===== src/rtl/bgr_pkg.sv =====
`default_nettype none
// ============================================================================
//  Module   : bgr_pkg
//  Brief    : Shared types and timing defaults for the bandgap startup sequencer.
//  Revision : 1.0
// ============================================================================
package bgr_pkg;

  typedef enum logic [2:0] {
    IDLE   = 3'd0,
    KICK   = 3'd1,
    SETTLE = 3'd2,
    CHECK  = 3'd3,
    READY  = 3'd4,
    FAULT  = 3'd5
  } bgr_state_e;

  localparam int unsigned DEF_KICK_CYCLES     = 8;
  localparam int unsigned DEF_SETTLE_CYCLES   = 64;
  localparam int unsigned DEF_DEBOUNCE_CYCLES = 4;
  localparam int unsigned DEF_MAX_RETRIES     = 3;
  localparam int unsigned DEF_CNT_W           = 8;
  localparam int unsigned RETRY_W             = 2;

  // Clamp a timer load so it can never wrap inside a WIDTH-bit counter.
  function automatic int unsigned sat_load(input int unsigned val, input int unsigned width);
    int unsigned lim;
    lim = (width >= 32) ? 32'hFFFF_FFFF : ((32'd1 << width) - 32'd1);
    return (val > lim) ? lim : val;
  endfunction

endpackage
`default_nettype wire


===== src/rtl/bgr_startup_ctrl_if.sv =====
`default_nettype none
// ============================================================================
//  Module   : bgr_startup_ctrl_if
//  Brief    : Control/status bundle between the system and the startup sequencer.
//  Revision : 1.0
// ============================================================================
interface bgr_startup_ctrl_if;
  import bgr_pkg::*;

  logic               en;
  logic               vbg_ok;
  logic               porst;
  logic               bgr_ready;
  logic               fault;
  logic [RETRY_W-1:0] retry_cnt;

  modport slave  (input  en, vbg_ok, output porst, bgr_ready, fault, retry_cnt);
  modport master (output en, vbg_ok, input  porst, bgr_ready, fault, retry_cnt);

endinterface
`default_nettype wire


===== src/rtl/bgr_sync2.sv =====
`default_nettype none
// ============================================================================
//  Module   : bgr_sync2
//  Brief    : Generic 2-flop synchronizer for asynchronous analog status lines.
//  Revision : 1.0
// ============================================================================
module bgr_sync2 #(
  parameter int unsigned WIDTH = 1
) (
  input  wire              clk,
  input  wire              rst_n,
  input  wire  [WIDTH-1:0] d_i,
  output logic [WIDTH-1:0] q_o
);

  logic [WIDTH-1:0] meta_q;
  logic [WIDTH-1:0] sync_q;

  always_ff @(posedge clk or negedge rst_n) begin
    if (!rst_n) begin
      meta_q <= '0;
      sync_q <= '0;
    end else begin
      meta_q <= d_i;
      sync_q <= meta_q;
    end
  end

  assign q_o = sync_q;

endmodule
`default_nettype wire


===== src/rtl/bgr_startup_ctrl.sv =====
`default_nettype none
// ============================================================================
//  Module   : bgr_startup_ctrl
//  Brief    : Kicks the bandgap out of its zero-current state, qualifies vbg_ok,
//             retries on timeout and recovers from lost lock.
//  Revision : 1.0
// ============================================================================
module bgr_startup_ctrl
  import bgr_pkg::*;
#(
  parameter int unsigned KICK_CYCLES     = DEF_KICK_CYCLES,
  parameter int unsigned SETTLE_CYCLES   = DEF_SETTLE_CYCLES,
  parameter int unsigned DEBOUNCE_CYCLES = DEF_DEBOUNCE_CYCLES,
  parameter int unsigned MAX_RETRIES     = DEF_MAX_RETRIES,
  parameter int unsigned CNT_W           = DEF_CNT_W
) (
  input  wire               clk,
  input  wire               rst_n,
  bgr_startup_ctrl_if.slave bus
);

  localparam int unsigned DEB_W = (DEBOUNCE_CYCLES < 2) ? 1 : $clog2(DEBOUNCE_CYCLES);
  localparam logic [CNT_W-1:0]   KICK_LOAD   = CNT_W'(sat_load(KICK_CYCLES, CNT_W));
  localparam logic [CNT_W-1:0]   SETTLE_LOAD = CNT_W'(sat_load(SETTLE_CYCLES, CNT_W));
  localparam logic [DEB_W-1:0]   DEB_LAST    = DEB_W'(DEBOUNCE_CYCLES - 1);
  localparam logic [RETRY_W-1:0] RETRY_MAX   = RETRY_W'(MAX_RETRIES);

  if ((KICK_CYCLES < 1) || (SETTLE_CYCLES < 1) || (DEBOUNCE_CYCLES < 1) ||
      ((KICK_CYCLES >> CNT_W) != 0) || ((SETTLE_CYCLES >> CNT_W) != 0) ||
      ((MAX_RETRIES >> RETRY_W) != 0)) begin : g_bad_params
    $error("bgr_startup_ctrl: parameter out of range for counter widths");
  end

  bgr_state_e         state_q, state_d;
  logic [CNT_W-1:0]   timer_q, timer_d;
  logic [DEB_W-1:0]   deb_q,   deb_d;
  logic [RETRY_W-1:0] retry_q, retry_d;
  logic               porst_q, porst_d;
  logic               ready_q, ready_d;
  logic               fault_q, fault_d;
  logic               ok_s;
  logic               expired;

  bgr_sync2 #(.WIDTH(1)) u_sync_ok (
    .clk   (clk),
    .rst_n (rst_n),
    .d_i   (bus.vbg_ok),
    .q_o   (ok_s)
  );

  assign expired = (timer_q <= CNT_W'(1));

  always_ff @(posedge clk or negedge rst_n) begin
    if (!rst_n) begin
      state_q <= IDLE;
      timer_q <= '0;
      deb_q   <= '0;
      retry_q <= '0;
      porst_q <= 1'b0;
      ready_q <= 1'b0;
      fault_q <= 1'b0;
    end else begin
      state_q <= state_d;
      timer_q <= timer_d;
      deb_q   <= deb_d;
      retry_q <= retry_d;
      porst_q <= porst_d;
      ready_q <= ready_d;
      fault_q <= fault_d;
    end
  end

  always_comb begin
    state_d = state_q;
    timer_d = timer_q;
    deb_d   = deb_q;
    retry_d = retry_q;
    if (!bus.en) begin
      state_d = IDLE;
      timer_d = '0;
      deb_d   = '0;
      retry_d = '0;
    end else begin
      unique case (state_q)
        IDLE: begin
          state_d = KICK;
          timer_d = KICK_LOAD;
          deb_d   = '0;
          retry_d = '0;
        end
        KICK: begin
          if (expired) begin
            state_d = SETTLE;
            timer_d = SETTLE_LOAD;
          end else begin
            timer_d = timer_q - CNT_W'(1);
          end
        end
        SETTLE: begin
          if (expired) begin
            state_d = CHECK;
            timer_d = SETTLE_LOAD;
            deb_d   = '0;
          end else begin
            timer_d = timer_q - CNT_W'(1);
          end
        end
        CHECK: begin
          // A final qualifying sample wins over a timeout in the same cycle.
          if (ok_s && (deb_q == DEB_LAST)) begin
            state_d = READY;
            deb_d   = '0;
          end else if (expired) begin
            deb_d = '0;
            if (retry_q == RETRY_MAX) begin
              state_d = FAULT;
            end else begin
              state_d = KICK;
              timer_d = KICK_LOAD;
              retry_d = retry_q + RETRY_W'(1);
            end
          end else begin
            timer_d = timer_q - CNT_W'(1);
            deb_d   = ok_s ? (deb_q + DEB_W'(1)) : '0;
          end
        end
        READY: begin
          // Lost lock restarts a fresh sequence with its own retry budget.
          if (!ok_s && (deb_q == DEB_LAST)) begin
            state_d = KICK;
            timer_d = KICK_LOAD;
            deb_d   = '0;
            retry_d = '0;
          end else begin
            deb_d = ok_s ? '0 : (deb_q + DEB_W'(1));
          end
        end
        FAULT: begin
          state_d = FAULT;
        end
        default: begin
          state_d = IDLE;
          timer_d = '0;
          deb_d   = '0;
          retry_d = '0;
        end
      endcase
    end
  end

  always_comb begin
    porst_d = (state_d == KICK);
    ready_d = (state_d == READY);
    fault_d = (state_d == FAULT);
  end

  assign bus.porst     = porst_q;
  assign bus.bgr_ready = ready_q;
  assign bus.fault     = fault_q;
  assign bus.retry_cnt = retry_q;

endmodule
`default_nettype wire


===== src/flat_wrapper.sv =====
// flat-port wrapper written by rule: the top's interface ports become plain ports
module bgr_startup_ctrl_flat import bgr_pkg::*;
#(
  parameter int unsigned KICK_CYCLES     = DEF_KICK_CYCLES,
  parameter int unsigned SETTLE_CYCLES   = DEF_SETTLE_CYCLES,
  parameter int unsigned DEBOUNCE_CYCLES = DEF_DEBOUNCE_CYCLES,
  parameter int unsigned MAX_RETRIES     = DEF_MAX_RETRIES,
  parameter int unsigned CNT_W           = DEF_CNT_W
)
  (clk, rst_n, bus_en, bus_vbg_ok, bus_porst, bus_bgr_ready, bus_fault, bus_retry_cnt);
  bgr_startup_ctrl_if bus_i ();
  input  wire clk;
  input  wire rst_n;
  input wire logic [$bits(bus_i.en)-1:0] bus_en;
  input wire logic [$bits(bus_i.vbg_ok)-1:0] bus_vbg_ok;
  output wire logic [$bits(bus_i.porst)-1:0] bus_porst;
  output wire logic [$bits(bus_i.bgr_ready)-1:0] bus_bgr_ready;
  output wire logic [$bits(bus_i.fault)-1:0] bus_fault;
  output wire logic [$bits(bus_i.retry_cnt)-1:0] bus_retry_cnt;
  assign bus_i.en = bus_en;
  assign bus_i.vbg_ok = bus_vbg_ok;
  assign bus_porst = bus_i.porst;
  assign bus_bgr_ready = bus_i.bgr_ready;
  assign bus_fault = bus_i.fault;
  assign bus_retry_cnt = bus_i.retry_cnt;
  bgr_startup_ctrl #(.KICK_CYCLES(KICK_CYCLES), .SETTLE_CYCLES(SETTLE_CYCLES), .DEBOUNCE_CYCLES(DEBOUNCE_CYCLES), .MAX_RETRIES(MAX_RETRIES), .CNT_W(CNT_W)) u_core (.clk(clk), .rst_n(rst_n), .bus(bus_i));
endmodule

===== config.mk =====
export PLATFORM = sky130hd
export DESIGN_NAME = bgr_startup_ctrl_flat
export DESIGN_NICKNAME = d
export VERILOG_FILES = /design/src/rtl/bgr_pkg.sv /design/src/rtl/bgr_startup_ctrl_if.sv /design/src/rtl/bgr_sync2.sv /design/src/rtl/bgr_startup_ctrl.sv /design/src/flat_wrapper.sv
export SDC_FILE = /design/constraint.sdc
export NUM_CORES = 1
export LEC_CHECK = 0
export CORE_MARGIN = 2
export CORE_UTILIZATION = 59
export CTS_BUF_LIST = sky130_fd_sc_hd__clkbuf_8
export CTS_CLUSTER_DIAMETER = 30
export CTS_CLUSTER_SIZE = 8
export DETAILED_ROUTE_END_ITERATION = 8
export GPL_ROUTABILITY_DRIVEN = 0
export PLACE_DENSITY = 0.76
export SLEW_MARGIN = 20
export SYNTH_ARGS = -nofsm -noshare
export SYNTH_HDL_FRONTEND = slang
export SYNTH_SLANG_ARGS = --single-unit

===== constraint.sdc =====
create_clock -name clk -period 2 [get_ports clk]
set_input_delay 0.3 -clock clk [delete_from_list [all_inputs] [get_ports clk]]
set_output_delay 0.3 -clock clk [all_outputs]
set_load 0.01 [all_outputs]

Yosys cells after proc, flatten, opt, wreduce, memory -nomap -nowiden:

Cells that the tools add are included.

* add/sub/neg operators: 3
* $lt $le $gt $ge: 1
* equality and inequality tests: 19
* muxes and demuxes: 29
* reductions and logical operators: 10

Operators by type and width (number)
* $mux W8: 6
* $pmux W8 S5: 1
* $mux W2: 12
* $mux W3: 7
* $pmux W3 S6: 1
* $eq A3 B3 Y1 const B: 4
* $ne A3 B2 Y1 const B: 3
* $le A8 B1 Y1 const B: 1
* $pmux W2 S4: 1
* $sub A8 B1 Y8 const B: 1
* $eq A3 B1 Y1 const B: 2
* $eq A3 B2 Y1 const B: 2
* $ne A2 B2 Y1 const B: 3
* $ne A3 B3 Y1 const B: 2
* $pmux W2 S3: 1
* $reduce_and A5 Y1: 1
* $add A2 B1 Y2 const B: 2
* $eq A2 B2 Y1 const B: 2
* $ne A4 B4 Y1 const B: 1
* $reduce_and A4 Y1: 1
* $reduce_or A2 Y1: 2
* $logic_not A3 Y1: 1
* $reduce_or A3 Y1: 1
* $logic_and A1 B1 Y1: 2
* other kinds (2): 2

* bits in registers: 20
* bits of input ports: 4
* output and inout bits: 5
* logic and storage cells: 71

Logic depth before layout (Yosys ltp):

* depth in word-level cells: 7
* mapped depth: 10
* gate-level depth less buffers: 9

By module:

A second synthesis with hierarchy kept.

* cells, all modules: 128
* area total of the unflattened synthesis: 1184.9 µm²

Modules (own cells, without submodules)
* bgr_startup_ctrl: instances 1, cells an instance 126, area an instance 1134.8 µm², sequential area each 450.4 µm²
* bgr_sync2: instances 1, cells an instance 2, area an instance 50.0 µm², sequential area each 50.0 µm²

Worst setup path after synthesis:

OpenSTA, ideal clock, no wires.

* kind: register to register
* from: reg u_core.timer_q[0]
* to: reg u_core.timer_q[7]
* library setup time: 0.104 ns
* data arrival time: 1.650 ns
* required time: 1.896 ns
* path slack: 0.247 ns
* stages on the path, launching flop included: 10
* buffers on the path: 0
* clock period less this slack: 1.753 ns
* path through: dfrtp_1 -> inv_1 -> ha_1 -> or2_1 -> nand4_1 -> nand3_2 -> nand3_2 -> inv_2 -> or2_1 -> o41ai_2

* word-level cells in the longest chain between the ends: 5
* elaborated cells on any way between the ends: 9
* classes of those cells: add/sub (1); order compare (1); eq/ne (1); mux (5); reduce/logical (1)

Ends and longest elaborated chain
* from (decl): line bgr_startup_ctrl.sv:35 `logic [CNT_W-1:0] timer_q, timer_d;`
* from (signal assigned): line bgr_startup_ctrl.sv:64 `timer_q <= timer_d;`
* $sub A8 B1 Y8 or $le A8 B1 Y1 (tied branches)
* $mux W8: line bgr_startup_ctrl.sv:113 `end else if (expired) begin`
* $mux W8: line bgr_startup_ctrl.sv:110 `if (ok_s && (deb_q == DEB_LAST)) begin`
* $pmux W8 S5: line bgr_startup_ctrl.sv:84 `unique case (state_q)`
* $mux W8: line bgr_startup_ctrl.sv:78 `if (!bus.en) begin`

Several ways; a longest one is shown, not always the timed one. The select of a mux whose other input is x is not followed.
A chain may end at the register's enable or synchronous reset.

Worst setup path after layout:

Ends and elaborated chain as after synthesis.

==> results.py <==
metrics = {
    "status": {
        "status": "finished clean",
    },
    "worst_setup_path": {
        "cp-startpoint": "u_core.timer_q[0]",
        "crit_chain": "inv_1 > ha_2 > or2_1 > nand4_1 > nand3_2 > nand3_4 > inv_4 > or2_4 > o41ai_2",
        "cp.required_ns": 2.16,
        "end_kind": "flip-flop",
        "path_max_fanout": 12,
        "r2r-start": "u_core.timer_q[0]",
        "crit_path_top_delay_cell": "dfrtp_1",
        "cpPeakStageDelay_ns": 0.41,
        "crit_path_start_kind": "flip-flop",
        "crit_type": "flip-flop to flip-flop",
        "cp.arrival_ns": 2.06,
    },
    "synthesis": {
        "synth_edf_count": 0,
        "yosysSeqAreaShare": 0.419,
        "syn_inst": 130,
        "avgSynthCellArea_um2": 9.19,
        "syn_nets": 138,
        "ys_warn_count": 0,
        "synthFlopType": "dfrtp_1",
        "async_reset_ff_frac": 1.00,
        "netlist_area_um2": 1190,
        "yosys.cell_types.count": 44,
        "ys_ff_latch": 20,
    },
    "routing": {
        "drt_wl_total_um": 2520,
        "drtIter0Drc": 40,
        "remaining_drc_errors": 0,
        "wl_per_cell_um": 14.8,
        "viasPerCell": 6.10,
        "ant_nets": 0,
        "vias": 1037,
        "drt_pass1_iterations": 4,
    },
    "place": {
        "io_buffers": 8,
        "hpwl_um": 1830,
        "dpl_cell_area_um2": 1310,
    },
    "floorplanning": {
        "die-area_um2": 2400,
        "io_pins": 9,
        "fp.dieH_um": 49,
        "initial_core_util": 0.615,
        "die_w_um": 49,
        "core.rowCount": 16,
        "core_area_um2": 1940,
    },
    "grt": {
        "first_global_vias": 1011,
        "antenna_found_initial": 0,
        "grt_first_pass_wirelength_um": 4560,
        "grt_max_degree": 21,
        "track_usage": 0.244,
        "grt-ovfl-total": 0,
    },
    "sta": {
        "finalMaxSlewViolations": 0,
        "skew_ns": 0.000779,
        "tightest_slew_ns": 0.548,
        "fin_crit_sh": 0.951,
        "rsz0062_at_grt": "no",
        "fin_hold_ws_ns": 0.360,
        "final_hold_viol_count": 0,
        "final-setup-viol-count": 0,
        "fmax_ghz": 0.526,
        "fin_tns_setup_ns": 0,
        "fin_crit_ns": 1.90,
        "slew_headroom": 0.632,
    },
    "worst_hold_path": {
        "hp-class": "flip-flop to flip-flop",
        "holdCritStartpoint": "u_core.u_sync_ok.meta_q",
    },
    "cells_and_area": {
        "antenna_cells": 0,
        "nets": 152,
        "drive_gt1_frac": 0.161,
        "syn_to_final_growth_pct": 17.6,
        "fin_area_um2": 1410,
        "final_core_util": 0.724,
    },
    "cts": {
        "clkLatencyLatePin_ns": 0.26,
        "clock-sinks": 20,
        "htree_levels": 1,
        "clk_pin_slew_ns": 0.08,
        "ctsRootBufferMaster": "clkbuf_8",
        "numCtsBuffers": 3,
        "cts.path.max_buffers": 2,
        "cts_tree": "yes",
    },
    "power": {
        "power_leakage_nw": 0.633,
        "p_total_mw": 2.18,
        "ir_drop_mv": 0.778,
        "powerDensity_nw_per_um2": 1550,
    },
    "flow_run": {
        "cap_violations": 0,
    },
}
kinds of logic (layout without fill, tap and decap cells):
family / count (synthesis) / in the layout / share of synthesized area
and+or+nand+nor: 63 / 63 / 0.304
DFF: 20 / 20 / 0.419
buffers and inverters: 12 / 25 / 0.0544
adders and majority gates: 4 / 4 / 0.0419
xor gates and xnor gates: 1 / 1 / 0.00733
muxes: 1 / 1 / 0.00942
AOI/OAI and AO/OA: 29 / 29 / 0.164
path summary, 6_finish.rpt:
| check | endpoint | slack, ns | cells after the start |
|---|---|---|---|
| max | u_core.timer_q[7] | 0.1 | 9 |
| min | u_core.u_sync_ok.q_o | 0.36 | 0 |
| max reg2reg | u_core.timer_q[7] | 0.1 | 9 |
| min reg2reg | u_core.u_sync_ok.q_o | 0.36 | 0 |
| max in group asynchronous | u_core.deb_q[0] | 1.43 | 2 |
| min in group asynchronous | u_core.bus.retry_cnt[1] | 0.37 | 2 |
stage by stage:
stage               worst slack, ns  std cells
CTS                          0.0238        169
global route                0.00105        170
detailed placement           0.0368        165
finish                       0.0984        170
global placement              0.116        165
floorplan                     0.247        130
Yosys cell counts (3+ instances only):
library cell,number,share of area
inv_1,5,0.016
nand2b_1,6,0.031
nand3_1,9,0.038
nor3_1,3,0.013
nor2_1,8,0.025
o21ai_0,10,0.042
nand2_1,13,0.041
dfrtp_1,20,0.42
ha_1,4,0.042
nor2b_1,4,0.021
buf_4,3,0.019
a21oi_1,4,0.017
registers in the layout, indices dropped and copies added, names as in the netlist:
signal and count:
u_core.timer_q 8, u_core.state_q 3, u_core.bus.retry_cnt 2, u_core.deb_q 2, u_core.bus.bgr_ready 1, u_core.bus.fault 1
u_core.bus.porst 1, u_core.u_sync_ok.meta_q 1, u_core.u_sync_ok.q_o 1
timing repair:
item | in CTS | in global routing
setup endpoints to repair | 0 | 6
hold buffers | 0 | 0
setup buffers | 0 | 1
resized for setup | 0 | 6
worst max-delay path, delay by kind of cell (launching register included):
kind                       cells  cell delay [ns]
adders and majority gates      1             0.20
AOI/OAI and AO/OA              1             0.19
DFF                            1             0.41
and+or+nand+nor                5             0.85
buffers and inverters          2             0.13
cell type report:
cell class	count	area, um2
fillers	160	537
inverters	6	25.0
flip-flops and latches	20	500
multi-input cells	98	642
clock inverters	1	30.0
clock buffers	3	41.3
well taps	27	33.8
repair buffers	15	133
cell usage in the layout (no fill, tap or decap), types with 2 or more instances in the layout:
master / n
a21oi_1: 4
a31oi_1: 2
and2_1: 2
and4b_1: 2
buf_4: 7
clkbuf_8: 3
clkdlybuf4s50_1: 8
dfrtp_1: 20
ha_1: 3
inv_1: 5
nand2_1: 13
nand2b_1: 6
nand3_1: 9
nand4b_1: 2
nor2_1: 8
nor2b_1: 4
nor3_1: 3
nor3_2: 2
o21ai_0: 8
o21ai_1: 2
o22ai_1: 2
o41ai_1: 2
power breakdown:
part | switching, mW | leakage, nW | internal (mW)
sequential | 0.132 | 0.267 | 0.509
clock | 0.137 | 0.0357 | 0.267
combinational | 0.655 | 0.330 | 0.479
total | 0.924 | 0.633 | 1.25
per-layer routing:
metal | track usage | vias up | part of all wire
li1 | - | 496 | -
met1 | 0.341 | 491 | 0.44
met2 | 0.370 | 42 | 0.47
met3 | 0.0307 | 8 | 0.059
met4 | 0.129 | 0 | 0.026
met5 | 0 | - | 0
No activity file was read; power rests on OpenSTA's default activity.
